===== config.mk =====
export PLATFORM = sky130hd
export DESIGN_NAME = ram_burst_bridge_flat
export DESIGN_NICKNAME = d
export VERILOG_FILES = /design/src/rtl/ram_burst_bridge_pkg.sv /design/src/rtl/ram_burst_bridge_if.sv /design/src/rtl/ram_burst_bridge_line_buffer.sv /design/src/rtl/ram_burst_bridge.sv /design/src/flat_wrapper.sv
export SDC_FILE = /design/constraint.sdc
export NUM_CORES = 1
export LEC_CHECK = 0
export ABC_CLOCK_PERIOD_IN_PS = 6400
export BUFFER_PORTS_ARGS = -buffer_cell sky130_fd_sc_hd__clkbuf_2
export CORE_MARGIN = 2
export CORE_UTILIZATION = 24
export CTS_CLUSTER_DIAMETER = 50
export DETAILED_ROUTE_END_ITERATION = 16
export PLACE_DENSITY = 0.48
export RECOVER_POWER = 25
export SKIP_LAST_GASP = 1
export SYNTH_ARGS = -nofsm -noshare
export SYNTH_HDL_FRONTEND = slang
export SYNTH_SLANG_ARGS = --single-unit

===== constraint.sdc =====
create_clock -name clk -period 6.4 [get_ports clk]
set_input_delay 0.32 -clock clk [delete_from_list [all_inputs] [get_ports clk]]
set_output_delay 0.32 -clock clk [all_outputs]
set_load 0.005 [all_outputs]

===== src/rtl/ram_burst_bridge_pkg.sv =====
// ram_burst_bridge_pkg: shared FSM encoding and width helper for the RAM burst bridge
package ram_burst_bridge_pkg;
  typedef enum logic [1:0] {IDLE, ISSUE, WAIT, DONE} state_t;
  function automatic int ofs_width(input int words);
    return (words > 1) ? $clog2(words) : 1;
  endfunction
endpackage


===== src/rtl/ram_burst_bridge_if.sv =====
// ram_burst_bridge_if: cache-side request bus and RAM-side command/response bus of the bridge
interface ram_burst_bridge_if
  import ram_burst_bridge_pkg::*;
#(
  parameter int TAG_WIDTH      = 8,
  parameter int INDEX_WIDTH    = 4,
  parameter int STR_WIDTH      = 128,
  parameter int RAM_WORD_WIDTH = 8
);
  localparam int WORDS  = STR_WIDTH / RAM_WORD_WIDTH;
  localparam int RAM_AW = TAG_WIDTH + INDEX_WIDTH + ofs_width(WORDS);
  logic                      cache_ram_aval;
  logic                      cache_ram_rnw;
  logic [TAG_WIDTH-1:0]      tag;
  logic [INDEX_WIDTH-1:0]    index;
  logic [STR_WIDTH-1:0]      wdata;
  logic [WORDS-1:0]          wmask;
  logic                      cache_ram_busy;
  logic                      cache_ram_ack;
  logic                      cache_ram_err;
  logic [STR_WIDTH-1:0]      rdata;
  logic [RAM_AW-1:0]         ram_addr;
  logic                      ram_aval;
  logic                      ram_rnw;
  logic [RAM_WORD_WIDTH-1:0] ram_wdata;
  logic                      ram_ready;
  logic                      ram_ack;
  logic [RAM_WORD_WIDTH-1:0] ram_rdata;
  modport master (
    output cache_ram_aval, cache_ram_rnw, tag, index, wdata, wmask, ram_ready, ram_ack, ram_rdata,
    input  cache_ram_busy, cache_ram_ack, cache_ram_err, rdata, ram_addr, ram_aval, ram_rnw, ram_wdata
  );
  modport slave (
    input  cache_ram_aval, cache_ram_rnw, tag, index, wdata, wmask, ram_ready, ram_ack, ram_rdata,
    output cache_ram_busy, cache_ram_ack, cache_ram_err, rdata, ram_addr, ram_aval, ram_rnw, ram_wdata
  );
endinterface


===== src/rtl/ram_burst_bridge_line_buffer.sv =====
// ram_burst_bridge_line_buffer: line register with full-line load, single-word write and word read mux
module ram_burst_bridge_line_buffer #(
  parameter int STR_WIDTH  = 128,
  parameter int WORD_WIDTH = 8,
  parameter int IDX_W      = 4
) (
  input  logic                  clk,
  input  logic                  rst,
  input  logic                  load_i,
  input  logic [STR_WIDTH-1:0]  line_i,
  input  logic                  wr_i,
  input  logic [IDX_W-1:0]      wr_idx_i,
  input  logic [WORD_WIDTH-1:0] wr_word_i,
  input  logic [IDX_W-1:0]      rd_idx_i,
  output logic [WORD_WIDTH-1:0] word_o,
  output logic [STR_WIDTH-1:0]  line_o
);
  logic [STR_WIDTH-1:0] line_q, line_d;
  // whole-line load wins over a single-word update
  always_comb begin
    line_d = line_q;
    if (load_i) line_d = line_i;
    else if (wr_i) line_d[wr_idx_i*WORD_WIDTH +: WORD_WIDTH] = wr_word_i;
  end
  // line storage
  always_ff @(posedge clk or posedge rst)
    if (rst) line_q <= '0;
    else line_q <= line_d;
  assign word_o = line_q[rd_idx_i*WORD_WIDTH +: WORD_WIDTH];
  assign line_o = line_q;
endmodule


===== src/rtl/ram_burst_bridge.sv =====
// ram_burst_bridge: splits a cache line transfer into pipelined RAM word commands with in-order responses
module ram_burst_bridge
  import ram_burst_bridge_pkg::*;
#(
  parameter int TAG_WIDTH       = 8,
  parameter int INDEX_WIDTH     = 4,
  parameter int STR_WIDTH       = 128,
  parameter int RAM_WORD_WIDTH  = 8,
  parameter int MAX_OUTSTANDING = 4,
  parameter int TIMEOUT_CYCLES  = 255
) (
  input logic clk,
  input logic rst,
  ram_burst_bridge_if.slave bus
);
  localparam int WORDS = STR_WIDTH / RAM_WORD_WIDTH;
  localparam int OFS_W = ofs_width(WORDS);
  localparam int OUT_W = $clog2(MAX_OUTSTANDING + 1);
  localparam int TMO_W = $clog2(TIMEOUT_CYCLES + 1);
  state_t                 state_q, state_d;
  logic                   rnw_q;
  logic [TAG_WIDTH-1:0]   tag_q;
  logic [INDEX_WIDTH-1:0] idx_q;
  logic [WORDS-1:0]       rem_q, rem_d, rem_nx;
  logic [OFS_W-1:0]       ofs, rx_q, rx_d;
  logic [OUT_W-1:0]       out_q, out_d;
  logic [TMO_W-1:0]       tmo_q, tmo_d;
  logic                   err_q, err_d;
  logic                   start, acc, rsp, active, last, tmo_hit;
  assign start   = state_q == IDLE && bus.cache_ram_aval;
  assign acc     = bus.ram_aval && bus.ram_ready;
  assign rsp     = bus.ram_ack && out_q != '0;
  assign active  = state_q == ISSUE || state_q == WAIT;
  assign rem_nx  = rem_q & ~(WORDS'(1) << ofs);
  assign last    = acc && rem_nx == '0;
  assign tmo_d   = (!active || acc || rsp) ? '0 : (out_q != '0) ? tmo_q + TMO_W'(1) : tmo_q;
  assign tmo_hit = active && tmo_d == TMO_W'(TIMEOUT_CYCLES);
  // offset of the next command: lowest word still pending in the remaining mask
  always_comb begin
    ofs = '0;
    for (int i = WORDS - 1; i >= 0; i--) if (rem_q[i]) ofs = OFS_W'(i);
  end
  // pending-word mask, response offset, outstanding count and error flag
  always_comb begin
    rem_d = start ? (bus.cache_ram_rnw ? '1 : bus.wmask) : tmo_hit ? '0 : acc ? rem_nx : rem_q;
    rx_d  = start ? '0 : (rsp && rnw_q) ? rx_q + OFS_W'(1) : rx_q;
    out_d = tmo_hit ? '0 : out_q + OUT_W'(acc) - OUT_W'(rsp);
    err_d = start ? 1'b0 : tmo_hit ? 1'b1 : err_q;
  end
  // burst sequencing: an empty write mask skips straight to completion
  always_comb begin
    state_d = state_q;
    case (state_q)
      IDLE:    state_d = !start ? IDLE : (bus.cache_ram_rnw || |bus.wmask) ? ISSUE : DONE;
      ISSUE:   state_d = tmo_hit ? DONE : last ? WAIT : ISSUE;
      WAIT:    state_d = (tmo_hit || out_d == '0) ? DONE : WAIT;
      default: state_d = IDLE;
    endcase
  end
  // state, counters and the latched request
  always_ff @(posedge clk or posedge rst)
    if (rst) begin
      state_q <= IDLE;
      rem_q   <= '0;
      rx_q    <= '0;
      out_q   <= '0;
      tmo_q   <= '0;
      err_q   <= 1'b0;
      rnw_q   <= 1'b0;
      tag_q   <= '0;
      idx_q   <= '0;
    end else begin
      state_q <= state_d;
      rem_q   <= rem_d;
      rx_q    <= rx_d;
      out_q   <= out_d;
      tmo_q   <= tmo_d;
      err_q   <= err_d;
      if (start) begin
        rnw_q <= bus.cache_ram_rnw;
        tag_q <= bus.tag;
        idx_q <= bus.index;
      end
    end
  // one buffer serves both directions: write line on a write, assembled read line on a read
  ram_burst_bridge_line_buffer #(
    .STR_WIDTH (STR_WIDTH),
    .WORD_WIDTH(RAM_WORD_WIDTH),
    .IDX_W     (OFS_W)
  ) u_buf (
    .clk      (clk),
    .rst      (rst),
    .load_i   (start && !bus.cache_ram_rnw),
    .line_i   (bus.wdata),
    .wr_i     (rsp && rnw_q),
    .wr_idx_i (rx_q),
    .wr_word_i(bus.ram_rdata),
    .rd_idx_i (ofs),
    .word_o   (bus.ram_wdata),
    .line_o   (bus.rdata)
  );
  assign bus.cache_ram_busy = state_q != IDLE;
  assign bus.cache_ram_ack  = state_q == DONE;
  assign bus.cache_ram_err  = state_q == DONE && err_q;
  assign bus.ram_aval       = state_q == ISSUE && out_q < OUT_W'(MAX_OUTSTANDING);
  assign bus.ram_rnw        = rnw_q;
  assign bus.ram_addr       = {tag_q, idx_q, ofs};
endmodule


===== src/flat_wrapper.sv =====
// flat-port wrapper written by rule: the top's interface ports become plain ports
module ram_burst_bridge_flat import ram_burst_bridge_pkg::*;
#(
  parameter int TAG_WIDTH       = 8,
  parameter int INDEX_WIDTH     = 4,
  parameter int STR_WIDTH       = 128,
  parameter int RAM_WORD_WIDTH  = 8,
  parameter int MAX_OUTSTANDING = 4,
  parameter int TIMEOUT_CYCLES  = 255
)
  (clk, rst, bus_cache_ram_aval, bus_cache_ram_rnw, bus_tag, bus_index, bus_wdata, bus_wmask, bus_ram_ready, bus_ram_ack, bus_ram_rdata, bus_cache_ram_busy, bus_cache_ram_ack, bus_cache_ram_err, bus_rdata, bus_ram_addr, bus_ram_aval, bus_ram_rnw, bus_ram_wdata);
  ram_burst_bridge_if #(.TAG_WIDTH(TAG_WIDTH), .INDEX_WIDTH(INDEX_WIDTH), .STR_WIDTH(STR_WIDTH), .RAM_WORD_WIDTH(RAM_WORD_WIDTH)) bus_i ();
  input logic clk;
  input logic rst;
  input wire logic [$bits(bus_i.cache_ram_aval)-1:0] bus_cache_ram_aval;
  input wire logic [$bits(bus_i.cache_ram_rnw)-1:0] bus_cache_ram_rnw;
  input wire logic [$bits(bus_i.tag)-1:0] bus_tag;
  input wire logic [$bits(bus_i.index)-1:0] bus_index;
  input wire logic [$bits(bus_i.wdata)-1:0] bus_wdata;
  input wire logic [$bits(bus_i.wmask)-1:0] bus_wmask;
  input wire logic [$bits(bus_i.ram_ready)-1:0] bus_ram_ready;
  input wire logic [$bits(bus_i.ram_ack)-1:0] bus_ram_ack;
  input wire logic [$bits(bus_i.ram_rdata)-1:0] bus_ram_rdata;
  output wire logic [$bits(bus_i.cache_ram_busy)-1:0] bus_cache_ram_busy;
  output wire logic [$bits(bus_i.cache_ram_ack)-1:0] bus_cache_ram_ack;
  output wire logic [$bits(bus_i.cache_ram_err)-1:0] bus_cache_ram_err;
  output wire logic [$bits(bus_i.rdata)-1:0] bus_rdata;
  output wire logic [$bits(bus_i.ram_addr)-1:0] bus_ram_addr;
  output wire logic [$bits(bus_i.ram_aval)-1:0] bus_ram_aval;
  output wire logic [$bits(bus_i.ram_rnw)-1:0] bus_ram_rnw;
  output wire logic [$bits(bus_i.ram_wdata)-1:0] bus_ram_wdata;
  assign bus_i.cache_ram_aval = bus_cache_ram_aval;
  assign bus_i.cache_ram_rnw = bus_cache_ram_rnw;
  assign bus_i.tag = bus_tag;
  assign bus_i.index = bus_index;
  assign bus_i.wdata = bus_wdata;
  assign bus_i.wmask = bus_wmask;
  assign bus_i.ram_ready = bus_ram_ready;
  assign bus_i.ram_ack = bus_ram_ack;
  assign bus_i.ram_rdata = bus_ram_rdata;
  assign bus_cache_ram_busy = bus_i.cache_ram_busy;
  assign bus_cache_ram_ack = bus_i.cache_ram_ack;
  assign bus_cache_ram_err = bus_i.cache_ram_err;
  assign bus_rdata = bus_i.rdata;
  assign bus_ram_addr = bus_i.ram_addr;
  assign bus_ram_aval = bus_i.ram_aval;
  assign bus_ram_rnw = bus_i.ram_rnw;
  assign bus_ram_wdata = bus_i.ram_wdata;
  ram_burst_bridge #(.TAG_WIDTH(TAG_WIDTH), .INDEX_WIDTH(INDEX_WIDTH), .STR_WIDTH(STR_WIDTH), .RAM_WORD_WIDTH(RAM_WORD_WIDTH), .MAX_OUTSTANDING(MAX_OUTSTANDING), .TIMEOUT_CYCLES(TIMEOUT_CYCLES)) u_core (.clk(clk), .rst(rst), .bus(bus_i));
endmodule

# Yosys cells after proc, flatten, opt, wreduce, memory -nomap -nowiden

Cells that the tools add are included.

Div/mod/pow operators: 0
Multiplexer cells: 36
Shifts and indexed selects: 4
Order comparisons: 1
Bitwise logic cells: 2
Multiply operators: 0
Reduce and logical (&&, ||, !) cells: 26
Add/subtract/negate cells: 5
Equality and inequality tests: 4

Operators with widths:

| cell                                                   | number |
|---|---|
| 2-to-1 mux 128 bit                                     | 2 |
| bitwise mux 128 bit                                    | 1 |
| variable shift 8 x 34 -> 128 bit, first input constant | 1 |
| indexed part select 128 x 8 -> 8 bit                   | 1 |
| indexed part select 8 x 34 -> 128 bit                  | 1 |
| 2-to-1 mux 4 bit                                       | 18 |
| 2-to-1 mux 16 bit                                      | 4 |
| negation 7 -> 34 bit                                   | 1 |
| AND 16 bit                                             | 1 |
| zero test 16 bit                                       | 1 |
| 2-to-1 mux 8 bit                                       | 2 |
| inverter 16 bit                                        | 1 |
| OR reduction 16 bit                                    | 1 |
| << shifter 1 x 4 -> 16 bit, first input constant       | 1 |
| logical AND 1 bit                                      | 9 |
| adder 8 x 1 -> 8 bit, second input constant            | 1 |
| equality test 8 bit, second input constant             | 1 |
| 2-to-1 mux 2 bit                                       | 4 |
| nonzero test 2 bit                                     | 4 |
| one-hot mux 2 bit (3 select lines)                     | 1 |
| nonzero test 3 bit                                     | 2 |
| logical OR 1 bit                                       | 5 |
| adder 4 x 1 -> 4 bit, second input constant            | 1 |
| equality test 2 bit, second input constant             | 2 |
| 9 further kinds                                        | 12 |

Latch bits: 0
Bits in writable memories: 0
Bits of input ports: 170
Memories: 0
Output and inout bits: 157
Bits in read-only memories: 0
Logic and storage cells: 88
Bits in registers: 175

# Logic depth before layout (Yosys ltp)

Depth after elaboration: 24
Gate-level depth with buffers: 12
Depth with buffers taken out: 11

# Cells and area by module

From an unflattened synthesis, not the netlist that was laid out.

Cell total of the unflattened synthesis: 957
Area total of the unflattened synthesis: 9,743.1 sq um

By module, submodules not included:

| module                       | area an instance (sq um) | times used | sequential area each (sq um) | cells an instance |
|---|---|---|---|---|
| ram_burst_bridge_line_buffer | 7,054.3                  | 1          | 3,203.1                      | 642 |
| ram_burst_bridge             | 2,688.8                  | 1          | 1,176.1                      | 315 |

# Worst setup path after synthesis

No wires, ideal clock.

Path type: flip-flop to flip-flop
From: register u_core.rx_q[0]
To: register u_core.u_buf.line_q[67], in the netlist u_core.u_buf.line_o[67]
Path buffers: 2
Clock period less this slack: 2.835 ns
Setup time: 0.127 ns
Arrival time: 2.708 ns
Slack: 3.565 ns
Data required time: 6.273 ns
Stages on the path, launching flop included: 11
Cells stage by stage: dfrtp_1 clkbuf_1 inv_1 ha_1 nand2b_1 a2111oi_2 o211ai_1 o22a_1 clkbuf_1 a222oi_1 inv_1

Cells in the longest elaborated chain, start to end: 5
Elaborated cells between the ends (all ways): 6
Those cells by class: add/sub (1); shift (2); mux (3)

Ends and longest elaborated chain:

| item                                                                                      | line                               | RTL |
|---|---|---|
| start, declared                                                                           | ram_burst_bridge.sv:25             | `logic [OFS_W-1:0] ofs, rx_q, rx_d;` |
| start signal, assigned                                                                    | ram_burst_bridge.sv:75             | `rx_q <= rx_d;` |
| negation 7 -> 34 bit (*)                                                                  | ram_burst_bridge_line_buffer.sv:23 | `else if (wr_i) line_d[wr_idx_i*WORD_WIDTH +: WORD_WIDTH] = wr_word_i;` |
| indexed part select 8 x 34 -> 128 bit or variable shift 8 x 34 -> 128 bit (tied branches) | ram_burst_bridge_line_buffer.sv:23 |  |
| bitwise mux 128 bit (*)                                                                   | ram_burst_bridge_line_buffer.sv:23 |  |
| 2-to-1 mux 128 bit (*)                                                                    | ram_burst_bridge_line_buffer.sv:23 |  |
| 2-to-1 mux 128 bit (*)                                                                    | ram_burst_bridge_line_buffer.sv:22 | `if (load_i) line_d = line_i;` |
| end signal, assigned                                                                      | ram_burst_bridge_line_buffer.sv:28 | `else line_q <= line_d;` |
| end, declared                                                                             | ram_burst_bridge_line_buffer.sv:18 | `logic [STR_WIDTH-1:0] line_q, line_d;` |

Every way passes the cells marked *; elsewhere a longest branch is shown, timed or not. The select of a mux whose other input is x is not followed.
A chain may end at the register's enable or synchronous reset.

# Final worst setup path

From: register u_core.rem_q[10]
To: output bus_ram_wdata[2]

Cells in the longest elaborated chain, start to end: 12

Ends and longest elaborated chain:

| item                                 | line                               | RTL |
|---|---|---|
| start, declared                      | ram_burst_bridge.sv:24             | `logic [WORDS-1:0] rem_q, rem_d, rem_nx;` |
| start signal, assigned               | ram_burst_bridge.sv:74             | `rem_q <= rem_d;` |
| 2-to-1 mux 4 bit (11 in a row)       | ram_burst_bridge.sv:41             | `for (int i = WORDS - 1; i >= 0; i--) if (rem_q[i]) ofs = OFS_W'(i);` |
| indexed part select 128 x 8 -> 8 bit | ram_burst_bridge_line_buffer.sv:29 | `assign word_o = line_q[rd_idx_i*WORD_WIDTH +: WORD_WIDTH];` |
| end, declared                        | flat_wrapper.sv:31                 | `output wire logic [$bits(bus_i.ram_wdata)-1:0] bus_ram_wdata;` |

No other way between the ends.

==> metrics.csv <==
metric,value,unit
crit_path_start_kind,register,
r2r_slack,2.88,ns
maxCapViolCount,1,
cts_buffers,17,
grt_max_degree,101,
wl_met3,3720,µm
num_vias,10300,
critical_path_required,6.08,ns
gr-total-overflow,0,
path_class,reg2out,
route.met2.wl,24100,µm
rows,72,
synth.area.top_cells,"dfrtp_1 46%, a22oi_1 7.2%, o21ai_0 5.2%",
fmax,228,MHz
vdd_ir_drop_max,0.257,mV
critPathCaptureType,output pin,
die_area,0.0410,mm²
cts_buffer_depth,2,
wl_met1,22700,µm
setup_slack,2.01,ns
layout_commonest_cell,clkbuf_2,
slowest_stage,a21oi_1,
dpl_worst_slack,2.55,ns
track_usage,25.1,%
hpwl,40000,µm
die_w,203,µm
ctsHoldBuffers,0,
synth_top_area_share,46.3,%
drive_above_1_share,28.9,%
hold_viol,0,
cp.arrival,4.07,ns
synth.yosys.warnings,0,
critPathMaxStageDelay,0.94,ns
status,"complete, but fails checks",
antenna_cells_inserted,0,
avgRoutedWirePerCell,28.4,µm
rsz0062_at_grt,false,
synth_seq_cells,175,
maxSlewHeadroom,-225,%
htreeDepth,4,
cts_tree,done,
drt-initial-drc-count,1331,
gp_congestion,0.966,
synth_edf_count,0,
clkSinkCount,175,
synthCells,1020,
synth_top_cell_by_area,dfrtp_1,
portBuffers,326,
ys_async_sr_fraction,100,%
grt_pass1_wl,74400,µm
violations,"capacitance limit, slew limit",
routed_wl,52000,µm
die_h,203,µm
initial_core_util,24.4,%
synth.distinct_cells,69,
min_period,4.39,ns
ant_nets,0,
firstDrtPassIters,6,
routed.top_layer,met4,
grt_pass1_vias,10100,
clock_skew,0.0149,ns
fin_crit_sh,68.7,%
ys_seq_area_share,46.3,%
setup_tns,0,ns
cts_setup_buffers,0,
core_area,0.0387,mm²
cts-root-buf,clkbuf_16,
synth_area,0.00946,mm²
antenna_found_initial,1,
p_leak,5.71,nW
power_density,561,mW/mm²
slew_viol_final,101,
synth_ff_type,dfrtp_1,
final_nets,1487,
crit_fanout,22,
nFillCells,4187,
synth_fp_nets,1203,
syn_avg_cell_area,9.28,µm²
cts.reportedPaths.clkPinSlew,0.08,ns
io_pins,327,
cp_cell_sequence,nor2_1 > o311ai_2 > a21boi_2 > buf_4 > inv_2 > a21oi_1 > a221oi_1 > a311oi_1 > clkbuf_2,
drc,0,
worst_pin_slew,4.85,ns
mostFrequentLayoutCells,"311 x clkbuf_2, 175 x dfrtp_1, 105 x nand2_1",
post_cts_resized,0,
hp-class,in2reg,
syn_to_final_growth,28.3,%
viasPerCell,5.60,
clock_latency,0.46,ns
setup_viol_count_final,0,
==> final cells by class <==
cell class | instances | area [µm²] | share of cell area (%)
clock buffers | 20 | 457 | 3.76
inverters | 66 | 249 | 2.05
repair buffers | 337 | 1700 | 14.0
clock inverters | 12 | 151 | 1.25
multi-input cells | 707 | 4560 | 37.5
flip-flops and latches | 175 | 4380 | 36.1
well taps | 518 | 648 | 5.34
==> per-layer routing <==
layer  track usage [%]  vias up
met5                 0        -
met4              8.13        0
met3              4.29       72
met2              39.7      562
met1              34.9     5176
li1                  -     4467
==> path summary, 6_finish.rpt <==
| kind | from | end | cells after the start |
|---|---|---|---|
| setup / recovery | u_core.rem_q[10]$_DFFE_PP0P_ | bus_ram_wdata[2] | 9 |
| hold / removal | bus_index[1] | u_core.idx_q[1]$_DFFE_PP0P_ | 3 |
| setup reg to reg | u_core.state_q[1]$_DFF_PP0_ | u_core.rem_q[1]$_DFFE_PP0P_ | 9 |
| hold reg to reg | u_core.tag_q[4]$_DFFE_PP0P_ | u_core.tag_q[4]$_DFFE_PP0P_ | 2 |
| max in group asynchronous | rst | u_core.u_buf.line_o[47]$_DFFE_PP0P_ | 3 |
| min in group asynchronous | rst | u_core.u_buf.line_o[59]$_DFFE_PP0P_ | 2 |
==> critical path: cells and delay by family, from the launching register on <==
kind / cells / cell delay (ns)
AOI/OAI and AO/OA: 5 / 2.13
buffers and inverters: 3 / 0.73
DFF: 1 / 0.45
and+or+nand+nor: 1 / 0.28
==> logic make-up after synthesis <==
| logic type | count (synthesis) | share of synthesized area, % |
|---|---|---|
| simple gates | 279 | 14.3 |
| fa+ha+maj | 13 | 1.80 |
| buf+inv | 138 | 5.78 |
| flops | 175 | 46.3 |
| mux | 7 | 0.833 |
| compound gates | 395 | 29.8 |
| xor+xnor | 13 | 1.20 |
==> through the flow <==
stage / hold WS (ns) / instances / power, mW / util, % / instance area (µm²)
final: 0.0443 / 1835 / 6.81 / 31.3 / 12100
after global routing: 0.0388 / 1835 / 7.20 / 31.3 / 12100
after CTS: 0.0302 / 1835 / 6.79 / 31.4 / 12200
after detailed placement: 0.464 / 1803 / 5.66 / 29.8 / 11600
after global placement: 0.459 / 1803 / 5.65 / 29.8 / 11600
after floorplan: 0.425 / 1020 / 3.87 / - / 9460
==> report_power, final <==
part | internal, mW | total (mW) | switching [mW] | leakage [nW]
combinational | 1.23 | 3.21 | 1.98 | 3.21
sequential | 1.60 | 2.48 | 0.879 | 2.20
clock | 0.608 | 1.13 | 0.518 | 0.295
total | 3.44 | 6.81 | 3.38 | 5.71
==> flip-flops by register name (all words and copies together) (netlist names), 2 cells and up <==
signal	flops
u_core.rem_q	16
u_core.u_buf.line_o	128
u_core.idx_q	4
u_core.tag_q	8
u_core.rx_q	4
u_core.out_q	3
u_core.tmo_q	8
u_core.state_q	2
==> cell usage after synthesis, types with 4 or more instances <==
| cell | instances |
|---|---|
| buf_1 | 12 |
| a31oi_1 | 7 |
| and3_1 | 4 |
| xnor2_1 | 8 |
| a22oi_1 | 91 |
| nand3b_1 | 5 |
| o21ai_0 | 98 |
| or3_1 | 6 |
| a222oi_1 | 43 |
| a211o_1 | 5 |
| buf_2 | 11 |
| a221oi_1 | 5 |
| a22o_1 | 9 |
| nor2_1 | 49 |
| a21oi_1 | 44 |
| nand4_1 | 7 |
| o21ai_1 | 20 |
| nor4_1 | 16 |
| a311oi_1 | 8 |
| mux2_2 | 7 |
| xor2_1 | 5 |
| clkbuf_1 | 47 |
| nor3_1 | 13 |
| nand2_1 | 105 |
| inv_1 | 65 |
| nand3_1 | 39 |
| o32ai_1 | 8 |
| dfrtp_1 | 175 |
| a221o_1 | 21 |
| ha_1 | 12 |
| o211ai_1 | 6 |
| and2_1 | 7 |
| nor2b_1 | 8 |
Power figures use the tool's default switching activity.
